<file path="config.mk">
export PLATFORM = sky130hd
export DESIGN_NAME = mpmc11_req_strip_gen
export DESIGN_NICKNAME = d
export VERILOG_FILES = /design/src/rtl/mpmc11_req_strip_gen.sv
export SDC_FILE = /design/constraint.sdc
export NUM_CORES = 1
export LEC_CHECK = 0
export BUFFER_PORTS_ARGS = -buffer_cell sky130_fd_sc_hd__buf_2
export CAP_MARGIN = 10
export CORE_MARGIN = 1.5
export CORE_UTILIZATION = 50
export CTS_CLUSTER_DIAMETER = 80
export DETAILED_ROUTE_END_ITERATION = 8
export PLACE_DENSITY = 0.77
export SYNTH_ARGS = -nofsm -noshare
export SYNTH_HDL_FRONTEND = slang
export SYNTH_SLANG_ARGS = --single-unit
</file>
<file path="constraint.sdc">
create_clock -name clk -period 5.6 [get_ports clk]
set_input_delay 0.84 -clock clk [delete_from_list [all_inputs] [get_ports clk]]
set_output_delay 0.84 -clock clk [all_outputs]
set_load 0.02 [all_outputs]
</file>
<file path="src/rtl/mpmc11_req_strip_gen.sv">
// Strip write request generator: one command and one data beat per strip,
// with data allowed to run at most MAX_LEAD beats ahead of accepted commands.
package mpmc11_pkg;
    typedef enum logic [2:0] {
        IDLE,
        WRITE_DATA0,
        WRITE_DATA1,
        READ_CMD,
        READ_DATA
    } mpmc11_state_t;
endpackage

module mpmc11_req_strip_gen
    import mpmc11_pkg::*;
#(
    parameter int ADDR_WID    = 32,
    parameter int STRIP_BYTES = 16,
    parameter int MAX_LEAD    = 2
) (
    input  logic                clk,
    input  logic                rst_n,
    input  mpmc11_state_t       state,
    input  logic [ADDR_WID-1:0] addr_base,
    input  logic [7:0]          num_strips,
    input  logic                cmd_rdy,
    input  logic                wdf_rdy,
    output logic                cmd_en,
    output logic [ADDR_WID-1:0] cmd_addr,
    output logic                wdf_wren,
    output logic                wdf_end,
    output logic [7:0]          strip_cnt,
    output logic                done
);

    localparam int SHIFT = $clog2(STRIP_BYTES);

    typedef enum logic [1:0] {S_IDLE, S_RUN, S_DONE} fsm_t;

    fsm_t                fsm_q, fsm_d;
    logic [ADDR_WID-1:0] base_q, base_d;
    logic [7:0]          num_q, num_d;
    logic [8:0]          ccnt_q, ccnt_d;
    logic [8:0]          dcnt_q, dcnt_d;

    logic                run;
    logic [8:0]          last;
    logic                cmd_fire, wdf_fire;

    assign run  = (fsm_q == S_RUN);
    assign last = {1'b0, num_q} + 9'd1;

    // Outputs depend only on registered state so the first offer lands in the
    // first S_RUN cycle; the data lead is judged against the registered command
    // count, never crediting a command accepted in the same cycle.
    always_comb begin
        cmd_en    = run && (ccnt_q <= {1'b0, num_q});
        wdf_wren  = run && (dcnt_q <= {1'b0, num_q}) &&
                    ({1'b0, dcnt_q} < ({1'b0, ccnt_q} + 10'(MAX_LEAD)));
        wdf_end   = wdf_wren;
        done      = run && (ccnt_q == last) && (dcnt_q == last);
        cmd_addr  = run ? (base_q + (ADDR_WID'(ccnt_q) << SHIFT)) : '0;
        strip_cnt = run ? dcnt_q[7:0] : 8'd0;
    end

    assign cmd_fire = cmd_en && cmd_rdy;
    assign wdf_fire = wdf_wren && wdf_rdy;

    always_comb begin
        fsm_d  = fsm_q;
        base_d = base_q;
        num_d  = num_q;
        ccnt_d = ccnt_q;
        dcnt_d = dcnt_q;
        case (fsm_q)
            S_IDLE: begin
                if (state == WRITE_DATA0) begin
                    base_d = addr_base & ~ADDR_WID'(STRIP_BYTES - 1);
                    num_d  = num_strips;
                    ccnt_d = '0;
                    dcnt_d = '0;
                    fsm_d  = S_RUN;
                end
            end
            S_RUN: begin
                if (state == IDLE) begin
                    ccnt_d = '0;
                    dcnt_d = '0;
                    fsm_d  = S_IDLE;
                end else if (done) begin
                    fsm_d = S_DONE;
                end else begin
                    ccnt_d = ccnt_q + 9'(cmd_fire);
                    dcnt_d = dcnt_q + 9'(wdf_fire);
                end
            end
            S_DONE: begin
                if (state == IDLE) fsm_d = S_IDLE;
            end
            default: fsm_d = S_IDLE;
        endcase
    end

    always_ff @(posedge clk) begin
        if (!rst_n) begin
            fsm_q  <= S_IDLE;
            base_q <= '0;
            num_q  <= '0;
            ccnt_q <= '0;
            dcnt_q <= '0;
        end else begin
            fsm_q  <= fsm_d;
            base_q <= base_d;
            num_q  <= num_d;
            ccnt_q <= ccnt_d;
            dcnt_q <= dcnt_d;
        end
    end

endmodule

</file>
==> results by group, run 1 <==
Clock tree
  • Hold bufs inserted after CTS: 0
  • Total CTS buffers: 5
  • Clk slew on worst S/H paths: ~0.11 ns
  • CTS HTree Levels: 2
  • Setup bufs post-CTS: 0
  • CTS sink cnt: 56
  • Root Buffer: clkbuf_8
  • Post-CTS sizing: 0
  • Clock Path Buffers: 2
  • CTS tree: done
  • Worst-Skew Late Latency: 0.32 ns

Synth
  • Post-Synth XOR/XNOR Area: approximately 6%
  • Mean area per synthesized cell: 7.97 um2
  • Most common flop cell mapped by yosys: dfxtp_1
  • Netlist cell types: 69
  • Post-synth EDFFs: 0
  • Adder-Cell Fraction of Synth Area: 10.9%
  • Ys async rst share: 0%
  • Cells after Synth: 584
  • Synth top area share: about a quarter
  • Synth Area in Compound Gates: 23.3%
  • Cell Area, Synth: 0.00465 mm2
  • Mux contribution to synthesized area: 1.77%
  • Yosys warns: 0
  • Main combinational cell family by area after synthesis: simple AND/OR/NAND/NOR gates
  • Sequential element share of the synthesized area: 24.1%
  • Simple-Gate Fraction of Synth Area: 27.2%
  • Largest area contributor in the netlist: dfxtp_1
  • Flops & latches, synth: between 50 and 60
  • Largest cells by area after synthesis: dfxtp_1 (24%), ha_1 (10%), nand2_1 (9.0%)

Finish
  • Nets@finish: roughly 730
  • ANT cells: 0
  • Layout cells sized above 1: 20.0%
  • Most common cell after layout, fill and taps aside: nand2_1
  • Non-Filler Instances: between 700 and 800
  • Fill cells: 848
  • Area growth syn-to-layout: 9.84%
  • Commonest non-fill, non-tap cells in the layout: nand2_1 (112), buf_2 (82), dfxtp_1 (56), ha_1 (39), nor2_1 (38)

Pwr
  • Pwr per Cell Area: 149 mW/mm2
  • Pleak: between 2 and 2.5 nW
  • Switching Power: 0.223 mW
  • Internal power: 0.541 mW
  • Switching share of power: 29.2%
  • Comb power frac: 14.6%
  • Power share of the clock group: 30.8%
  • Sequential Power Share: 54.6%
  • VDD IR max: 0.131 mV

Route
  • Via count: about 4.4k
  • Drt total wl: 11,500 um
  • Drt via density: ~5.8
  • Drt drc: 0
  • DRT Pass-1 Iters: 5
  • Routed Antenna Nets: 0
  • Routed length per instance: 15.2 um
  • Initial DRC Count: between 200 and 300

Setup path
  • Crit Reg-Reg Startpoint: ccnt_q[3]$_SDFFE_PN0P_
  • Reg2reg end: dcnt_q[8]$_SDFFE_PN0P_
  • Worst Path Class, Setup: reg2reg
  • R2R depth: 18
  • Crit path launch: ccnt_q[3]$_SDFFE_PN0P_
  • Startpoint Class: register
  • Worst Path Arrival: 4.46 ns
  • Setup slack, reg-to-reg: ~1.3 ns
  • CP Data Required Time: 5.80 ns
  • Endpoint class of the critical path: register
  • Worst-path maximum fanout: 15

Timing
  • Setup_tns: 0 ns
  • Final period utilization: 76.0%
  • Final setup fails: 0
  • Final Skew: 0.00937 ns
  • Final Max Slew Viols: 0
  • Rel. slew slack: 31.3%
  • RSZ-0062 raised after global routing: false
  • Min Clock Period, post-route: about 4.3 ns
  • Actual slew at the worst max-slew pin: 1.02 ns
  • Fin. Hold Viols: 0
  • FMAX: 235 MHz

Place
  • I/O Buffers: 82
  • Dpl cells: between 700 and 800
  • DP HPWL: roughly 8600 um
  • Placer congestion estimate: 0.973

Die
  • Core Region: 0.00915 mm2
  • Row count: 35
  • Chip width: slightly below 100 um
  • Die Y: 99.5 um
  • Initial core utilization: 50.9%
  • I/O pin cnt: 91
  • Die area: between 0.009 and 0.01 mm2

Hold path
  • Hold EP: base_q[9]$_SDFFE_PN0P_
  • Hold Path Stages: 2
  • Worst hold-check path type: reg2reg
  • Hold Startpoint: base_q[9]$_SDFFE_PN0P_

GRT
  • GRT overflow: 0
  • Maximum number of pins on one net before global-route repair: 59
  • First-pass GRT wire length: 18,900 um
  • Vias in the first global route: a little over 4k
  • Initial antenna violation count: 0
  • All-Layer GR Usage: a little under a quarter

Status
  • Status: complete, no violations

Run
  • Max-cap violations: 0
==> per-stage QoR <==
step	hold WS, ns	setup slack, ns	area, um2	utilization (%)	total power, mW
2_1_floorplan	0.448	2.13	4670	-	0.504
3_3_place_gp	0.461	1.59	5010	54.8	0.532
3_5_place_dp	0.477	1.46	5010	54.8	0.537
4_1_cts	0.494	1.12	5100	55.7	0.768
5_1_grt	0.505	1.05	5110	55.9	0.793
6_report	0.491	1.35	5110	55.9	0.764
==> sequential cells by signal, summed over array words and instances (netlist names) <==
signal  count
base_q     28
ccnt_q      9
dcnt_q      9
fsm_q       2
num_q       8
==> kinds of logic (layout without fill, tap and decap cells) <==
group                      after synthesis  count (layout)
and+or+nand+nor                        260             260
AOI/OAI and AO/OA                      131             131
buffers and inverters                   57             115
DFF                                     56              56
adders and majority gates               40              40
xor gates and xnor gates                32              32
muxes                                    7               7
other                                    1               4
==> worst max-delay path: stages, from the launching register on <==
cell and delay, ns:
dfxtp_1 0.64, nand3_1 0.24, xor2_1 0.20, ha_1 0.31, and2_1 0.16, o21ai_0 0.14
o21ai_0 0.12, o31ai_1 0.22, a21oi_1 0.14, a2111oi_0 0.56, ha_1 0.29, ha_1 0.17
nand3_1 0.13, or2_2 0.37, inv_1 0.06, nand3_1 0.09, nand3_1 0.12, o31a_1 0.12
o21ai_1 0.05
==> Yosys cell counts (7+ instances only) <==
cell and n:
dfxtp_1 56, nor2_1 38, a21o_1 7, xor2_1 22, inv_1 19, xnor2_1 10, nand2_1 112, a21oi_1 11
o21ai_2 7, nand3_1 30, ha_1 39, nand4_1 11, o21ai_0 12, and2_1 15, a21boi_0 37, and3_1 7
clkbuf_1 22
==> worst max path at each step <==
stage / end / slack, ns / cells past startpoint
global route: dcnt_q[8]$_SDFFE_PN0P_ / 1.05 / 18
CTS: cmd_addr[31] / 1.12 / 9
finish: dcnt_q[8]$_SDFFE_PN0P_ / 1.35 / 18
detailed placement: dcnt_q[8]$_SDFFE_PN0P_ / 1.46 / 18
floorplan: dcnt_q[8]$_SDFFE_PN0P_ / 2.13 / 19
global placement: dcnt_q[8]$_SDFFE_PN0P_ / 1.59 / 18
==> layer usage <==
metal | vias to the layer above | share of wire [%] | global-route usage [%]
met5 | - | 0 | 0
met4 | 0 | 1.9 | 7.04
met3 | 28 | 5.2 | 3.94
met2 | 148 | 48 | 40.5
met1 | 2021 | 45 | 29.1
li1 | 2163 | - | -
==> power groups by stage <==
stage	Combinational, mW	Clock (mW)	Sequential [mW]
2_1_floorplan	0.0812	0	0.423
3_3_place_gp	0.107	0	0.426
3_5_place_dp	0.111	0	0.426
4_1_cts	0.111	0.239	0.417
5_1_grt	0.123	0.252	0.419
6_report	0.111	0.235	0.417
==> cell type report <==
type | instances | area (um2) | share of cell area (%)
flip-flops and latches | 56 | 1120 | 21.9
inverters | 19 | 71.3 | 1.40
clock inverters | 2 | 13.8 | 0.269
multi-input cells | 474 | 3230 | 63.3
repair buffers | 88 | 460 | 9.01
clock buffers | 6 | 72.6 | 1.42
well taps | 111 | 139 | 2.72
Note: power is estimated with default switching activity, not from simulation.
==> run 2, diff against run 1 <==
==> constraint.sdc (replaced) <==
create_clock -name clk -period 4.3 [get_ports clk]
set_input_delay 0.645 -clock clk [delete_from_list [all_inputs] [get_ports clk]]
set_output_delay 0.645 -clock clk [all_outputs]
set_load 0.02 [all_outputs]
==> run 2 against run 1 <==
Worst setup slack worse by 1.0 ns. Via count down 1.2%. Design area up 0.81%. Non-clock buffer count up 6. Global-route usage up 0.78 points. Flip-flop and latch count unchanged. Critical endpoint unchanged.
==> results by group, run 2 (same netlist as run 1, synthesis figures left out) <==
GRT
  • Maximum number of pins on one net before global-route repair: 59
  • First-pass GRT wire length: 19,400 um
  • Initial antenna violation count: 0
  • Vias in the first global route: 4,107
  • All-Layer GR Usage: 23.9%
  • GRT overflow: 0

Pwr
  • Pleak: 2.17 nW
  • Sequential Power Share: 55.0%
  • Switching share of power: 28.5%
  • Internal power: 0.706 mW
  • Switching Power: about 0.28 mW
  • VDD IR max: around 0.16 mV
  • Comb power frac: 14.9%
  • Pwr per Cell Area: roughly 190 mW/mm2
  • Power share of the clock group: 30.2%

Route
  • Uppermost layer routed: met4
  • Routed length on met2: 5600 um
  • Routed Antenna Nets: 0
  • M1 WL: 5050 um
  • Drt via density: between 5 and 6
  • Drt drc: 0
  • Met3 WL: around 680 um
  • Routed length per instance: ~15 um
  • Drt total wl: 11,500 um
  • Initial DRC Count: ~280
  • Via count: 4,309
  • DRT Pass-1 Iters: 4

Die
  • Die area: 0.00990 mm2
  • Row count: 35
  • Chip width: 99.5 um
  • Initial core utilization: 50.9%
  • Core Region: 0.00915 mm2
  • Die Y: 99.5 um
  • I/O pin cnt: 91

Timing
  • FMAX: 251 MHz
  • RSZ-0062 raised after global routing: false
  • Actual slew at the worst max-slew pin: roughly 0.6 ns
  • Final setup fails: 0
  • Setup_tns: 0 ns
  • Rel. slew slack: 58.9%
  • Fin. Hold Viols: 0
  • Final period utilization: 92.5%
  • Final Skew: roughly 0.0084 ns
  • Final Max Slew Viols: 0
  • Min Clock Period, post-route: ~4.0 ns

Finish
  • Fill cells: between 800 and 900
  • Final Cell Area: 0.00515 mm2
  • ANT cells: 0
  • Multi-input gate area: 0.00324 mm2
  • Register Area: 0.00112 mm2
  • Commonest non-fill, non-tap cells in the layout: nand2_1 (112), buf_2 (82), dfxtp_1 (56), ha_1 (39), nor2_1 (38)
  • Top reg by flops: base_q
  • Layout cells sized above 1: between 20% and 30%
  • Largest register FFs: 28
  • Area growth syn-to-layout: 10.7%
  • Most common cell after layout, fill and taps aside: nand2_1
  • Nets@finish: between 700 and 800
  • Largest regs: base_q x28, ccnt_q x9, dcnt_q x9

Run
  • Max-cap violations: 0

Clock tree
  • CTS tree: done
  • CTS sink cnt: 56
  • Worst-Skew Late Latency: 0.31 ns
  • Clock Path Buffers: 2
  • Clk slew on worst S/H paths: 0.11 ns
  • Root Buffer: clkbuf_8
  • Total CTS buffers: 5
  • CTS HTree Levels: 2
  • Setup bufs post-CTS: 0

Setup path
  • Worst Path Arrival: ~4.2 ns
  • Startpoint Class: register
  • CP Data Required Time: 4.50 ns
  • Worst-path maximum fanout: 10
  • Worst Path Class, Setup: reg2reg
  • Endpoint class of the critical path: register

Place
  • I/O Buffers: ~80
  • DP HPWL: 8620 um
  • Post-DP Area: 0.00507 mm2
  • Placer congestion estimate: about 0.92

Status
  • Status: complete, no violations

Hold path
  • Worst hold-check path type: reg2reg
-- run 2: cell count changes in the layout (fill, tap and decap cells not counted) --
cell,previous run,this run
a2111oi_0,3,2
a2111oi_1,0,1
buf_4,5,12
dlymetal6s2s_1,1,0
-- run 2: through the flow --
step / cells / worst slack, ns / total power, mW / utilization [%] / hold WS, ns
6_report: 762 / 0.322 / 0.987 / 56.3 / 0.480
3_3_place_gp: 754 / 0.441 / 0.695 / 55.4 / 0.456
2_1_floorplan: 587 / 0.829 / 0.657 / - / 0.448
3_5_place_dp: 754 / 0.316 / 0.700 / 55.4 / 0.471
5_1_grt: 762 / 0.0418 / 1.04 / 56.3 / 0.509
4_1_cts: 762 / 0.279 / 0.998 / 56.3 / 0.486
-- run 2: final cells by class --
cell class,instances,share of cell area (%)
multi-input cells,474,62.8
inverters,19,1.38
flip-flops and latches,56,21.8
repair buffers,94,9.71
clock inverters,2,0.267
clock buffers,6,1.41
well taps,111,2.69
-- run 2: repair_timing --
action,CTS,global route
endpoints found under the setup margin,0,1
gates resized for setup,0,1
hold buffers,0,0
-- run 2: power by group through the flow --
stage	combinational, mW	sequential, mW	clock [mW]
floorplan	0.106	0.551	0
global placement	0.142	0.554	0
detailed placement	0.146	0.555	0
CTS	0.146	0.543	0.309
global route	0.163	0.545	0.335
finish	0.147	0.543	0.298
-- run 2: critical path: stages, from the launching register on --
cell and delay, ns:
dfxtp_1 0.52, ha_1 0.33, nand3_1 0.12, xor2_1 0.24, ha_1 0.29, o21ai_0 0.07, o21ai_0 0.12, o31ai_1 0.20
a21oi_1 0.14, a2111oi_1 0.45, ha_1 0.26, ha_1 0.17, nand3_1 0.15, or2_2 0.37, inv_1 0.06, nand3_1 0.09
nand3_1 0.12, o31a_1 0.13, o21ai_1 0.05
-- run 2: path summary, 6_finish.rpt --
path | startpoint | end | slack [ns] | depth (start not counted)
worst min register to register | base_q[7]$_SDFFE_PN0P_ | base_q[7]$_SDFFE_PN0P_ | 0.48 | 2
worst min-delay path | base_q[7]$_SDFFE_PN0P_ | base_q[7]$_SDFFE_PN0P_ | 0.48 | 2
worst max-delay path | ccnt_q[2]$_SDFFE_PN0P_ | dcnt_q[8]$_SDFFE_PN0P_ | 0.32 | 18
worst max register to register | ccnt_q[2]$_SDFFE_PN0P_ | dcnt_q[8]$_SDFFE_PN0P_ | 0.32 | 18
-- run 2: layer usage --
layer,global-route usage (%),vias up
met3,4.01,19
met4,7.37,0
li1,-,2181
met5,0,-
met1,31.2,2000
met2,40.6,109
